$ cat config.mk
export PLATFORM = sky130hd
export DESIGN_NAME = irq_sequencer_flat
export DESIGN_NICKNAME = d
export VERILOG_FILES = /design/src/rtl/irq_sequencer_if.sv /design/src/rtl/irq_sequencer.sv /design/src/flat_wrapper.sv
export SDC_FILE = /design/constraint.sdc
export NUM_CORES = 1
export LEC_CHECK = 0
export BUFFER_PORTS_ARGS = -buffer_cell sky130_fd_sc_hd__buf_2
export CAP_MARGIN = 20
export CORE_UTILIZATION = 40
export DETAILED_ROUTE_END_ITERATION = 10
export PLACE_DENSITY = 0.74
export SETUP_SLACK_MARGIN = 0.2
export SYNTH_ARGS = -nofsm -noshare
export SYNTH_HDL_FRONTEND = slang
export SYNTH_SLANG_ARGS = --single-unit
$ cat constraint.sdc
create_clock -name clk -period 3.36 [get_ports clk]
set_input_delay 0.336 -clock clk [delete_from_list [all_inputs] [get_ports clk]]
set_output_delay 0.336 -clock clk [all_outputs]
set_load 0.03 [all_outputs]
$ cat src/rtl/irq_sequencer_if.sv
// Bundle between the interrupt sequencer and the CPU front end: the sources and
// pipeline status going in, the flush/redirect/acknowledge outputs coming back.
interface irq_sequencer_if #(
  parameter int NUM_SRC = 4
);
  logic [NUM_SRC-1:0] irq_req;
  logic               interrupt_mask;
  logic               stall;
  logic [31:0]        epc_candidate;
  logic               rti;
  logic               flush;
  logic               pc_override_valid;
  logic [31:0]        pc_override;
  logic [NUM_SRC-1:0] irq_ack;
  logic               in_service;
  logic [31:0]        epc;

  modport master (
    output irq_req, interrupt_mask, stall, epc_candidate, rti,
    input  flush, pc_override_valid, pc_override, irq_ack, in_service, epc
  );

  modport slave (
    input  irq_req, interrupt_mask, stall, epc_candidate, rti,
    output flush, pc_override_valid, pc_override, irq_ack, in_service, epc
  );
endinterface

$ cat src/rtl/irq_sequencer.sv
// Interrupt entry/exit sequencer: arbitrate, drain, vector, service, return.
// Define IRQ_ROUND_ROBIN_EN for round-robin arbitration; default is fixed priority.
module irq_sequencer #(
  parameter int          NUM_SRC      = 4,
  parameter logic [31:0] VEC_BASE     = 32'h0000_0100,
  parameter int          VEC_STRIDE   = 16,
  parameter int          DRAIN_CYCLES = 3
) (
  input logic            clk,
  input logic            rst_n,
  irq_sequencer_if.slave bus
);
  localparam int         ID_W     = $clog2(NUM_SRC);
  localparam logic [2:0] CNT_LAST = 3'(DRAIN_CYCLES - 1);

  typedef enum logic [2:0] {S_IDLE, S_DRAIN, S_VECTOR, S_SERVICE, S_RETURN} state_t;

  state_t          state_reg, state_next;
  logic [2:0]      cnt_reg, cnt_next;
  logic [ID_W-1:0] id_reg, id_next;
  logic [31:0]     epc_reg, epc_next;
  logic            ack_pend_reg, ack_pend_next;
  logic [ID_W-1:0] winner;
  logic [31:0]     vec_addr;

`ifdef IRQ_ROUND_ROBIN_EN
  logic [ID_W-1:0] ptr_reg, ptr_next;

  // Walk downward so the lowest offset from the pointer is assigned last and wins.
  always_comb begin
    winner = '0;
    for (int k = NUM_SRC - 1; k >= 0; k--) begin
      if (bus.irq_req[(int'(ptr_reg) + k) % NUM_SRC])
        winner = ID_W'((int'(ptr_reg) + k) % NUM_SRC);
    end
  end

  always_comb begin
    ptr_next = ptr_reg;
    if (state_reg == S_IDLE && state_next == S_DRAIN)
      ptr_next = (winner == ID_W'(NUM_SRC - 1)) ? '0 : winner + ID_W'(1);
  end

  always_ff @(posedge clk or negedge rst_n) begin
    if (!rst_n) ptr_reg <= '0;
    else        ptr_reg <= ptr_next;
  end
`else
  always_comb begin
    winner = '0;
    for (int k = NUM_SRC - 1; k >= 0; k--) begin
      if (bus.irq_req[k]) winner = ID_W'(k);
    end
  end
`endif

  always_ff @(posedge clk or negedge rst_n) begin
    if (!rst_n) begin
      state_reg    <= S_IDLE;
      cnt_reg      <= '0;
      id_reg       <= '0;
      epc_reg      <= '0;
      ack_pend_reg <= 1'b0;
    end else begin
      state_reg    <= state_next;
      cnt_reg      <= cnt_next;
      id_reg       <= id_next;
      epc_reg      <= epc_next;
      ack_pend_reg <= ack_pend_next;
    end
  end

  always_comb begin
    state_next    = state_reg;
    cnt_next      = cnt_reg;
    id_next       = id_reg;
    epc_next      = epc_reg;
    ack_pend_next = 1'b0;
    case (state_reg)
      S_IDLE: begin
        if ((|bus.irq_req) && !bus.interrupt_mask && !bus.stall) begin
          state_next    = S_DRAIN;
          id_next       = winner;
          epc_next      = bus.epc_candidate;
          cnt_next      = '0;
          ack_pend_next = 1'b1;
        end
      end
      S_DRAIN: begin
        if (!bus.stall) begin
          if (cnt_reg == CNT_LAST) state_next = S_VECTOR;
          else                     cnt_next   = cnt_reg + 3'd1;
        end
      end
      S_VECTOR:  if (!bus.stall) state_next = S_SERVICE;
      S_SERVICE: if (bus.rti)    state_next = S_RETURN;
      S_RETURN:  if (!bus.stall) state_next = S_IDLE;
      default:   state_next = S_IDLE;
    endcase
  end

  assign vec_addr = VEC_BASE + 32'(id_reg) * 32'(VEC_STRIDE);

  always_comb begin
    bus.flush             = 1'b0;
    bus.pc_override_valid = 1'b0;
    bus.pc_override       = '0;
    bus.in_service        = (state_reg != S_IDLE);
    case (state_reg)
      S_DRAIN:  bus.flush = 1'b1;
      S_VECTOR: begin
        bus.pc_override_valid = 1'b1;
        bus.pc_override       = vec_addr;
      end
      S_RETURN: begin
        bus.flush             = 1'b1;
        bus.pc_override_valid = 1'b1;
        bus.pc_override       = epc_reg;
      end
      default: ;
    endcase
  end

  assign bus.epc = epc_reg;

  // The acknowledge flag lives exactly one cycle, so a stalled first DRAIN cycle does not repeat it.
  genvar gi;
  generate
    for (gi = 0; gi < NUM_SRC; gi++) begin : g_ack
      assign bus.irq_ack[gi] = ack_pend_reg && (state_reg == S_DRAIN) && (id_reg == ID_W'(gi));
    end
  endgenerate
endmodule

$ cat src/flat_wrapper.sv
// flat-port wrapper written by rule: the top's interface ports become plain ports
module irq_sequencer_flat 
#(
  parameter int          NUM_SRC      = 4,
  parameter logic [31:0] VEC_BASE     = 32'h0000_0100,
  parameter int          VEC_STRIDE   = 16,
  parameter int          DRAIN_CYCLES = 3
)
  (clk, rst_n, bus_irq_req, bus_interrupt_mask, bus_stall, bus_epc_candidate, bus_rti, bus_flush, bus_pc_override_valid, bus_pc_override, bus_irq_ack, bus_in_service, bus_epc);
  irq_sequencer_if #(.NUM_SRC(NUM_SRC)) bus_i ();
  input logic clk;
  input logic rst_n;
  input wire logic [$bits(bus_i.irq_req)-1:0] bus_irq_req;
  input wire logic [$bits(bus_i.interrupt_mask)-1:0] bus_interrupt_mask;
  input wire logic [$bits(bus_i.stall)-1:0] bus_stall;
  input wire logic [$bits(bus_i.epc_candidate)-1:0] bus_epc_candidate;
  input wire logic [$bits(bus_i.rti)-1:0] bus_rti;
  output wire logic [$bits(bus_i.flush)-1:0] bus_flush;
  output wire logic [$bits(bus_i.pc_override_valid)-1:0] bus_pc_override_valid;
  output wire logic [$bits(bus_i.pc_override)-1:0] bus_pc_override;
  output wire logic [$bits(bus_i.irq_ack)-1:0] bus_irq_ack;
  output wire logic [$bits(bus_i.in_service)-1:0] bus_in_service;
  output wire logic [$bits(bus_i.epc)-1:0] bus_epc;
  assign bus_i.irq_req = bus_irq_req;
  assign bus_i.interrupt_mask = bus_interrupt_mask;
  assign bus_i.stall = bus_stall;
  assign bus_i.epc_candidate = bus_epc_candidate;
  assign bus_i.rti = bus_rti;
  assign bus_flush = bus_i.flush;
  assign bus_pc_override_valid = bus_i.pc_override_valid;
  assign bus_pc_override = bus_i.pc_override;
  assign bus_irq_ack = bus_i.irq_ack;
  assign bus_in_service = bus_i.in_service;
  assign bus_epc = bus_i.epc;
  irq_sequencer #(.NUM_SRC(NUM_SRC), .VEC_BASE(VEC_BASE), .VEC_STRIDE(VEC_STRIDE), .DRAIN_CYCLES(DRAIN_CYCLES)) u_core (.clk(clk), .rst_n(rst_n), .bus(bus_i));
endmodule
# == After elaboration in Yosys (flattened, before gate mapping) ==
# Index checks and enable logic that the tools add are counted.
# W data, S select, Z words.
# op_classes
n_eq_ne,15
n_mux,20
reduce_logical,19
n_addsub,2
# ops
cell,n
$pmux W32 S2,1
$mux W3,9
$pmux W3 S5,1
$add A9 B6 Y10 const A,1
$ne A2 B2 Y1 const B,5
$eq A3 B2 Y1 const B,3
$mux W2,4
$logic_and A1 B1 Y1,7
$pmux W3 S2,1
$reduce_and A6 Y1,1
$eq A2 B2 Y1 const B,2
$mux W1,4
$ne A2 B1 Y1 const B,2
$reduce_and A4 Y1,1
$reduce_or A2 Y1,2
$reduce_or A4 Y1,1
$add A3 B1 Y3 const B,1
$eq A3 B1 Y1 const B,1
$eq A3 B3 Y1 const B,1
$logic_not A3 Y1,1
$reduce_bool A3 Y1,1
$eq A2 B1 Y1 const B,1
$logic_not A1 Y1,2
$logic_not A2 Y1,1
2 further kinds,2
# totals
output_inout_bits,71
ff_bits,41

# == Depth between registers and ports, before layout ==
# Gate-level depths: netlist of the first run.
# logic_depth
word_depth,5
mapped_depth,6
depth_no_buf,5

# == Worst setup path before layout of the first run ==
# OpenSTA, ideal clock, no wires.
# synth_timing
path_kind,register to output
startpoint,register u_core.state_reg[1]
endpoint,output port bus_irq_ack[1]
t_required_ns,3.024
slack_ns,1.363
arrival_ns,1.661
stages_incl_launch_ff,5
path_cell_list,dfrtp_1 > buf_2 > nor3b_1 > nand2_1 > nor3b_1
# synth_via
elab_chain_len,3
# synth_lines
item,line_no,source
start: declaration,irq_sequencer.sv:18,"state_t state_reg, state_next;"
start signal: assignment,irq_sequencer.sv:65,state_reg <= state_next;
$eq A3 B1 Y1,irq_sequencer.sv:130,assign bus.irq_ack[gi] = ack_pend_reg && (state_reg == S_DRAIN) && (id_reg == ID_W'(gi));
$logic_and A1 B1 Y1 (2 in a row),irq_sequencer.sv:130,
end: declaration,flat_wrapper.sv:21,output wire logic [$bits(bus_i.irq_ack)-1:0] bus_irq_ack;
# Every way passes these cells.

# == Final worst setup path of the first run ==
# layout_timing
startpoint,register u_core.state_reg[0]
endpoint,register u_core.epc_reg[24] (netlist: u_core.bus.epc[24])
# layout_via
elab_chain_len,2
# layout_lines
item,line_no,source
$logic_not A3 Y1,irq_sequencer.sv:79,case (state_reg)
$reduce_and A2 Y1 (no source line),-,
end signal: assignment,irq_sequencer.sv:68,epc_reg <= epc_next;
end: declaration,irq_sequencer.sv:21,"logic [31:0] epc_reg, epc_next;"
# Every way passes these cells.
# A chain may end at the register's enable or synchronous reset.

==> flow_summary_export.csv, run 1 <==
group,metric,value,unit
clocking,numCtsBuffers,5,
clocking,cts-resized-gates,0,
clocking,cts-root-buf,"clkbuf_8",
synth,synth_seq_area_share,50.28,%
clocking,path_clk_slew,0.08,ns
clocking,worst_skew_pair.late_latency,0.28,ns
drt,drt_iter0_markers,75,
timing,post-route-min-period,2.412,ns
place,gp_congestion,0.7895,
place,place_area,0.002631,mm2
synth,yosys_warnings,0,
timing,clock_skew,0.003780,ns
finish,final_common_cell,"buf_2",
worst_hold_path,min_path_type,"input port to async pin",
power,vdd_drop_max,455.3,uV
synth,syn_avg_cell_area,12.37,um2
finish,antenna_cells,0,
drt,drt_wl_total,4450,um
setup_path,worst_setup_path_start_kind,"flip-flop",
power,p_per_area,896.4,mW/mm2
setup_path,slowest_delay,0.90,ns
setup_path,cp_max_fo,38,
global_routing,antenna_found_initial,0,
synth,ys_types,34,
setup_path,slowest_stage,"and3b_2",
finish,final_cell_mix,"buf_2 (111), dfrtp_1 (41), and2_1 (29)",
finish,fin_nets,317,
setup_path,required,3.53,ns
timing,maxSlewViolCount,0,
floorplanning,fp.dieArea,0.005391,mm2
synth,syn-num-nets,208,
status,status,"finished, final reports clean",
timing,hold_violations,0,
floorplanning,die_w,73.43,um
drt,wl_per_cell,13.01,um
global_routing,grt_max_degree,42,
timing,max_freq,0.4146,GHz
floorplanning,start_util,42.36,%
run,maxCapViolations,0,
clocking,cts_buffer_depth,2,
drt,vias,1625,
timing,whs,0.1657,ns
clocking,post-cts-setup-buffers,0,
synth,yosys_register_bits,41,
finish,largest_reg_flops,32,
drt,drtAntennaViolNets,0,
clocking,tritoncts,"yes",
clocking,cts_htree_levels,2,
synth,synth_cells,165,
drt,drc,0,
finish,area_growth,34.64,%
drt,first_pass_iters,4,
setup_path,path_class,"flip-flop to flip-flop",
timing,setup_viol,0,
floorplanning,core-area,0.004817,mm2
floorplanning,ios,112,
drt,viasPerCell,4.751,
timing,slew_headroom,34.59,%
global_routing,grt_first_pass_wirelength,7093,um
power,leakagePower,1.457,nW
setup_path,path_cells,"or3_1, and3b_2, mux2_2",
place,io_buffers,111,
floorplanning,die-height,73.43,um
timing,tightest_slew,0.9811,ns
timing,period_share,71.78,%
clocking,clock-sinks,41,
setup_path,end_kind,"flip-flop",
setup_path,cp.arrival,2.59,ns
global_routing,grtUsageTotal,17.26,%
clocking,hold_buffers,0,
synth,synth_area,0.002041,mm2
global_routing,grt_pass1_vias,1576,
timing,rsz0062_at_grt,"false",
floorplanning,core.rowCount,25,
global_routing,grt-ovfl-total,0,
place,post-dp-hpwl,3235,um
finish,nFillCells,452,
timing,setup-tns-final,0,ns
finish,drive_gt1_share,56.73,%
finish,fin_area,0.002748,mm2
==> metal layers <==
metal / global-route usage (%) / part of all wire [%] / vias up / routed length [um]
met3: 4.115 / 6.2 / 4 / 277
met1: 21.82 / 44 / 778 / 1954
met2: 28.91 / 49 / 59 / 2179
met4: 6.197 / 0.88 / 0 / 39
li1: - / - / 784 / -
met5: 0 / 0 / - / 0
==> Yosys cell counts <==
| cell | number | share of area, % |
|---|---|---|
| a211oi_1 | 1 | 0.37 |
| a21oi_1 | 2 | 0.49 |
| a221oi_1 | 1 | 0.43 |
| a22o_1 | 1 | 0.43 |
| a22oi_1 | 2 | 0.74 |
| a32o_1 | 1 | 0.49 |
| a32oi_1 | 1 | 0.43 |
| and2_1 | 29 | 8.9 |
| and3b_1 | 1 | 0.43 |
| and4_1 | 1 | 0.43 |
| buf_1 | 1 | 0.18 |
| buf_2 | 2 | 0.49 |
| buf_6 | 3 | 1.7 |
| clkbuf_1 | 4 | 0.74 |
| dfrtp_1 | 41 | 50 |
| ha_1 | 2 | 1.2 |
| inv_1 | 3 | 0.55 |
| mux2_2 | 18 | 9.9 |
| mux2_4 | 16 | 12 |
| nand2_1 | 3 | 0.55 |
| nand2b_1 | 1 | 0.31 |
| nand3b_1 | 1 | 0.37 |
| nor2_1 | 10 | 1.8 |
| nor2b_1 | 3 | 0.92 |
| nor3_1 | 2 | 0.49 |
| nor3b_1 | 4 | 1.5 |
| o211ai_1 | 1 | 0.37 |
| o21ai_0 | 3 | 0.74 |
| o32ai_1 | 1 | 0.43 |
| or3_1 | 2 | 0.61 |
| or4_1 | 1 | 0.37 |
| or4b_1 | 1 | 0.49 |
| or4b_4 | 1 | 0.67 |
| xnor2_1 | 1 | 0.43 |
==> worst paths after layout <==
kind,end,slack (ns),cells past startpoint,from
worst max-delay path,u_core.bus.epc[24]$_DFFE_PN0P_,0.95,3,u_core.state_reg[0]$_DFFE_PN0P_
worst min-delay path,u_core.id_reg[0]$_DFFE_PN0P_,0.17,1,rst_n
worst max register to register,u_core.bus.epc[24]$_DFFE_PN0P_,0.95,3,u_core.state_reg[0]$_DFFE_PN0P_
worst min register to register,u_core.bus.epc[22]$_DFFE_PN0P_,0.52,1,u_core.bus.epc[22]$_DFFE_PN0P_
max in group asynchronous,u_core.cnt_reg[2]$_DFFE_PN0P_,2.63,1,rst_n
min in group clk,u_core.bus.epc[25]$_DFFE_PN0P_,0.28,2,bus_epc_candidate[25]
==> final cells by class <==
type | instances | area, um2 | area share (%)
Sequential cell | 41 | 1026 | 37.34
Multi-Input combinational cell | 111 | 947.2 | 34.47
Timing Repair Buffer | 112 | 563.0 | 20.49
Clock buffer | 7 | 86.33 | 3.142
Tap cell | 67 | 83.83 | 3.051
Clock inverter | 1 | 30.03 | 1.093
Inverter | 3 | 11.26 | 0.4098
==> critical path: cells and delay by family, from the launching register on <==
family / cells / cell delay, ns
AND/OR/NAND/NOR: 2 / 1.33
flip-flops: 1 / 0.53
multiplexers: 1 / 0.42
==> through the flow <==
stage          setup slack (ns)  cells  utilization, %  total power [mW]
2_1_floorplan             1.363    165               -             1.735
5_1_grt                  0.8298    342           57.04             2.613
3_3_place_gp             0.9997    334           54.62             2.042
6_report                 0.9482    342           57.04             2.463
4_1_cts                  0.9449    342           57.04             2.488
3_5_place_dp             0.9528    334           54.62             2.074
==> power by group <==
part / switching, mW / total [mW] / internal, mW / leakage [nW]
logic: 0.676 / 1.13 / 0.458 / 0.898
clock network: 0.161 / 0.403 / 0.242 / 0.0585
registers: 0.199 / 0.925 / 0.726 / 0.500
==> kinds of logic (layout without fill, tap and decap cells) <==
group,count (synthesis),in the layout,synth area share (%)
AND/OR/NAND/NOR,60,60,17.84
flip-flops,41,41,50.28
multiplexers,34,34,21.70
AO/OA/AOI/OAI,14,14,4.905
buffers and inverters,13,123,3.617
adder cells (fa/ha/maj),2,2,1.226
XOR/XNOR,1,1,0.4293
No activity file was read; power rests on OpenSTA's default activity.
==> run 2: changes to the inputs <==
==> constraint.sdc (replaced) <==
create_clock -name clk -period 2.3 [get_ports clk]
set_input_delay 0.23 -clock clk [delete_from_list [all_inputs] [get_ports clk]]
set_output_delay 0.23 -clock clk [all_outputs]
set_load 0.03 [all_outputs]
==> flow_summary_export.csv, run 2 (synthesized netlist as in run 1, its figures left out) <==
group,metric,value,unit
status,status,"finished, final reports clean",
power,power.internal,1.956,mW
timing,postLayoutSetupSlackWorst,0.3644,ns
power,total_power,3.475,mW
drt,wl_per_cell,12.56,um
timing,post-route-min-period,1.936,ns
floorplanning,core-area,0.004817,mm2
clocking,numCtsBuffers,5,
floorplanning,core.rowCount,25,
place,dp.cells,337,
setup_path,slowest_delay,0.50,ns
clocking,clock-sinks,41,
clocking,worst_skew_pair.late_latency,0.29,ns
floorplanning,die-height,73.43,um
clocking,path_clk_slew,0.08,ns
setup_path,cpLargestDelayFamily,"simple AND/OR/NAND/NOR gates",
finish,final_cell_mix,"buf_2 (111), dfrtp_1 (41), and2_1 (29)",
worst_hold_path,min_path_type,"input port to async pin",
finish,fin_util,57.25,%
drt,vias,1627,
setup_path,path_class,"flip-flop to flip-flop",
finish,fin_nets,320,
floorplanning,ios,112,
finish,antenna_cells,0,
timing,setup_viol,0,
setup_path,cp.arrival,2.11,ns
setup_path,path_cells,"or3_1, and3b_2, buf_12, mux2_2",
drt,first_pass_iters,4,
clocking,tritoncts,"yes",
global_routing,grt_max_degree,42,
timing,max_freq,0.5166,GHz
place,dpl_worst_slack,0.3805,ns
drt,viasPerCell,4.716,
drt,drt_iter0_markers,60,
power,pwr-share-comb,48.7,%
power,vdd_drop_max,654.7,uV
power,switching_share,43.70,%
timing,slew_headroom,40.52,%
timing,clock_skew,0.006196,ns
power,seq_power_share,38.3,%
place,io_buffers,111,
finish,fin_cells,345,
timing,maxSlewViolCount,0,
timing,hold_violations,0,
global_routing,antenna_found_initial,0,
global_routing,grt-ovfl-total,0,
place,post-dp-hpwl,3168,um
setup_path,cp_max_fo,36,
finish,area_growth,35.13,%
run,maxCapViolations,0,
drt,drc,0,
floorplanning,fp.dieArea,0.005391,mm2
setup_path,end_kind,"flip-flop",
global_routing,grt_first_pass_wirelength,6989,um
floorplanning,start_util,42.36,%
clocking,post-cts-setup-buffers,0,
power,leakagePower,1.463,nW
drt,drt_wl_total,4333,um
timing,period_share,84.16,%
power,p_per_area,1260,mW/mm2
clocking,cts_buffer_depth,2,
setup_path,crit_buf_inv,1,
global_routing,grtUsageTotal,17.21,%
finish,largest_reg_flops,32,
timing,rsz0062_at_grt,"false",
power,clockPowerShare,13.1,%
global_routing,grt_pass1_vias,1490,
power,power.switching,1.519,mW
timing,setup-tns-final,0,ns
timing,tightest_slew,0.8921,ns
finish,final_common_cell,"buf_2",
clocking,cts_htree_levels,2,
floorplanning,die_w,73.43,um
setup_path,required,2.47,ns
place,gp_congestion,0.7327,
finish,drive_gt1_share,57.91,%
setup_path,slowest_stage,"dfrtp_1",
drt,drtAntennaViolNets,0,
setup_path,worst_setup_path_start_kind,"flip-flop",
clocking,cts-root-buf,"clkbuf_8",
==> run 2: layout make-up <==
type / instances / area (um2)
fillers: 433 / 2059
flip-flops and latches: 41 / 1026
multi-input cells: 111 / 952.2
repair buffers: 115 / 598.1
well taps: 67 / 83.83
clock buffers: 5 / 68.82
clock inverters: 3 / 17.52
inverters: 3 / 11.26
==> run 2: worst register-to-register path, cell delays in order, from the launching register on <==
cell and delay [ns]:
dfrtp_1 0.50, or3_1 0.40, and3b_2 0.30, buf_12 0.25, mux2_2 0.38
==> run 2: worst paths after layout <==
kind,from,end,slack [ns],cells after the start
setup / recovery,u_core.state_reg[1]$_DFFE_PN0P_,u_core.bus.epc[26]$_DFFE_PN0P_,0.36,4
hold / removal,rst_n,u_core.id_reg[1]$_DFFE_PN0P_,0.06,1
setup reg to reg,u_core.state_reg[1]$_DFFE_PN0P_,u_core.bus.epc[26]$_DFFE_PN0P_,0.36,4
hold reg to reg,u_core.bus.epc[7]$_DFFE_PN0P_,u_core.bus.epc[7]$_DFFE_PN0P_,0.53,1
max in group asynchronous,rst_n,u_core.bus.epc[30]$_DFFE_PN0P_,1.68,1
min in group clk,bus_epc_candidate[19],u_core.bus.epc[19]$_DFFE_PN0P_,0.17,2
==> run 2: timing repair <==
action                                  CTS  global route
resized for setup                         0             1
endpoints found under the setup margin    0             3
hold buffers                              0             0
==> run 2: layer usage <==
metal	wire length (um)	track usage, %
met1	1845	21.38
met2	2127	28.70
met3	291	5.075
met4	69	5.769
met5	0	0
==> run 2: power by group through the flow <==
stage                     logic, mW  clock network [mW]  registers [mW]
after floorplan               0.689                   0            1.85
after global placement         1.68                   0            1.32
after detailed placement       1.71                   0            1.33
after CTS                      1.71               0.477            1.33
after global routing           1.81               0.508            1.39
final                          1.69               0.454            1.33
==> run 2: per-stage QoR <==
step	cell area (um2)	hold slack, ns
floorplan	2041	-0.06559
global placement	2666	0.4086
detailed placement	2666	0.4219
CTS	2753	0.09298
global route	2758	0.1364
finish	2758	0.05863
==> run 3: changes to the inputs <==
==> constraint.sdc (replaced) <==
create_clock -name clk -period 2 [get_ports clk]
set_input_delay 0.2 -clock clk [delete_from_list [all_inputs] [get_ports clk]]
set_output_delay 0.2 -clock clk [all_outputs]
set_load 0.03 [all_outputs]
==> flow_summary_export.csv, run 3 (synthesized netlist as in run 1, its figures left out) <==
group,metric,value,unit
global_routing,grt_pass1_vias,1560,
setup_path,cp.arrival,2.06,ns
floorplanning,die_w,73.43,um
drt,wl_per_cell,14.36,um
clocking,numCtsBuffers,5,
status,status,"finished, final reports clean",
place,gp_congestion,0.8385,
drt,wl_met1,2227,um
setup_path,crit_buf_inv,1,
drt,drtAntennaViolNets,0,
clocking,cts_buffer_depth,2,
setup_path,timing.rr.start,"u_core.state_reg[2]$_DFFE_PN0P_",
setup_path,reg2reg_depth,4,
finish,area_growth,53.40,%
place,io_buffers,111,
timing,hold_violations,0,
floorplanning,start_util,42.36,%
drt,top_layer_used,"met4",
finish,fin_nets,334,
drt,wl_met3,303,um
worst_hold_path,whs_path_depth,2,
finish,antenna_cells,0,
power,vdd_drop_max,716.0,uV
timing,maxSlewViolCount,0,
global_routing,grt_first_pass_wirelength,7258,um
timing,max_freq,0.5309,GHz
drt,drc,0,
timing,clock_skew,0.004255,ns
timing,tightest_slew,0.5997,ns
finish,drive_gt1_share,65.41,%
floorplanning,ios,112,
setup_path,reg2reg_to,"u_core.bus.epc[5]$_DFFE_PN0P_",
timing,rsz0062_at_grt,"true",
power,leakagePower,1.595,nW
place,dpl_worst_slack,0.1978,ns
setup_path,cp_max_fo,9,
global_routing,grtUsageTotal,18.03,%
power,p_per_area,1388,mW/mm2
clocking,clock-sinks,41,
floorplanning,die-height,73.43,um
drt,viasPerCell,4.799,
setup_path,path_cells,"or3_4, and3b_2, clkbuf_16, mux2_2",
timing,setup_viol,0,
floorplanning,core.rowCount,25,
global_routing,antenna_found_initial,0,
floorplanning,core-area,0.004817,mm2
clocking,cts-root-buf,"clkbuf_8",
drt,first_pass_iters,4,
worst_hold_path,min_path_type,"input port to flip-flop",
drt,vias,1723,
clocking,tritoncts,"yes",
setup_path,rrSetupSlack,0.12,ns
setup_path,worst_setup_path_start_kind,"flip-flop",
setup_path,slowest_stage,"dfrtp_2",
timing,post-route-min-period,1.883,ns
timing,postLayoutSetupSlackWorst,0.1165,ns
finish,final_cell_mix,"buf_2 (93), dfrtp_1 (39), buf_6 (22)",
setup_path,path_class,"flip-flop to flip-flop",
clocking,cts_htree_levels,2,
clocking,path_clk_slew,0.08,ns
worst_hold_path,hp-start,"bus_epc_candidate[18]",
floorplanning,fp.dieArea,0.005391,mm2
timing,slew_headroom,60.02,%
setup_path,slowest_delay,0.45,ns
place,place_area,0.002704,mm2
drt,route.met2.wl,2578,um
setup_path,required,2.18,ns
timing,setup-tns-final,0,ns
finish,fin_area,0.003131,mm2
finish,final_common_cell,"buf_2",
clocking,worst_skew_pair.late_latency,0.29,ns
worst_hold_path,hold_path_end,"u_core.bus.epc[18]$_DFFE_PN0P_",
finish,largest_reg_flops,32,
timing,whs,0.1338,ns
drt,drt_iter0_markers,53,
setup_path,cpLargestDelayFamily,"simple AND/OR/NAND/NOR gates",
setup_path,end_kind,"flip-flop",
run,maxCapViolations,0,
place,post-dp-hpwl,3216,um
drt,drt_wl_total,5156,um
global_routing,grt_max_degree,39,
timing,period_share,94.17,%
global_routing,grt-ovfl-total,0,
run 3: cell types whose count changed in the layout (fill, tap and decap cells not counted), moves of 5 or more:
cell,delta
buf_6,+22
buf_2,-18
and2_1,-9
and2_4,+9
buf_4,+5
run 3: layer usage:
metal	track usage (%)	vias up
li1	-	819
met1	21.79	833
met2	30.25	66
met3	6.036	5
met4	5.983	0
met5	0	-
run 3: per-stage QoR:
step | power [mW] | util (%) | std cells
2_1_floorplan | 2.937 | - | 165
3_3_place_gp | 3.477 | 56.13 | 340
3_5_place_dp | 3.527 | 56.13 | 340
4_1_cts | 4.273 | 61.32 | 354
5_1_grt | 4.584 | 64.99 | 359
6_report | 4.346 | 64.99 | 359
run 3: where the power goes:
group / switching, mW / internal (mW) / total [mW]
combinational: 1.22 / 0.902 / 2.12
sequential: 0.324 / 1.22 / 1.55
clock: 0.272 / 0.407 / 0.679
total: 1.82 / 2.53 / 4.35
run 3: worst max path at each step:
stage	start	end	cells past startpoint
after CTS	u_core.state_reg[0]$_DFFE_PN0P_	bus_irq_ack[2]	5
after global routing	u_core.state_reg[2]$_DFFE_PN0P_	u_core.bus.epc[5]$_DFFE_PN0P_	4
after global placement	u_core.state_reg[2]$_DFFE_PN0P_	u_core.bus.epc[29]$_DFFE_PN0P_	4
after floorplan	u_core.state_reg[2]$_DFFE_PN0P_	u_core.bus.epc[10]$_DFFE_PN0P_	6
after detailed placement	u_core.state_reg[2]$_DFFE_PN0P_	u_core.bus.epc[27]$_DFFE_PN0P_	4
final	u_core.state_reg[2]$_DFFE_PN0P_	u_core.bus.epc[5]$_DFFE_PN0P_	4
run 3: area by class of cell:
type	instances	area, um2
well taps	67	83.83
flip-flops and latches	41	1028
inverters	3	11.26
repair buffers	129	875.8
multi-input cells	111	1015
fillers	408	1687
clock inverters	1	30.03
clock buffers	7	86.33
run 3: timing repair:
action / CTS / global route
hold endpoints to repair: 26 / 0
hold buffers: 1 / 0
buffers inserted: 4 / 2
pin swaps: 0 / 4
cloned: 1 / 3
resized for setup: 29 / 32
endpoints found under the setup margin: 36 / 70
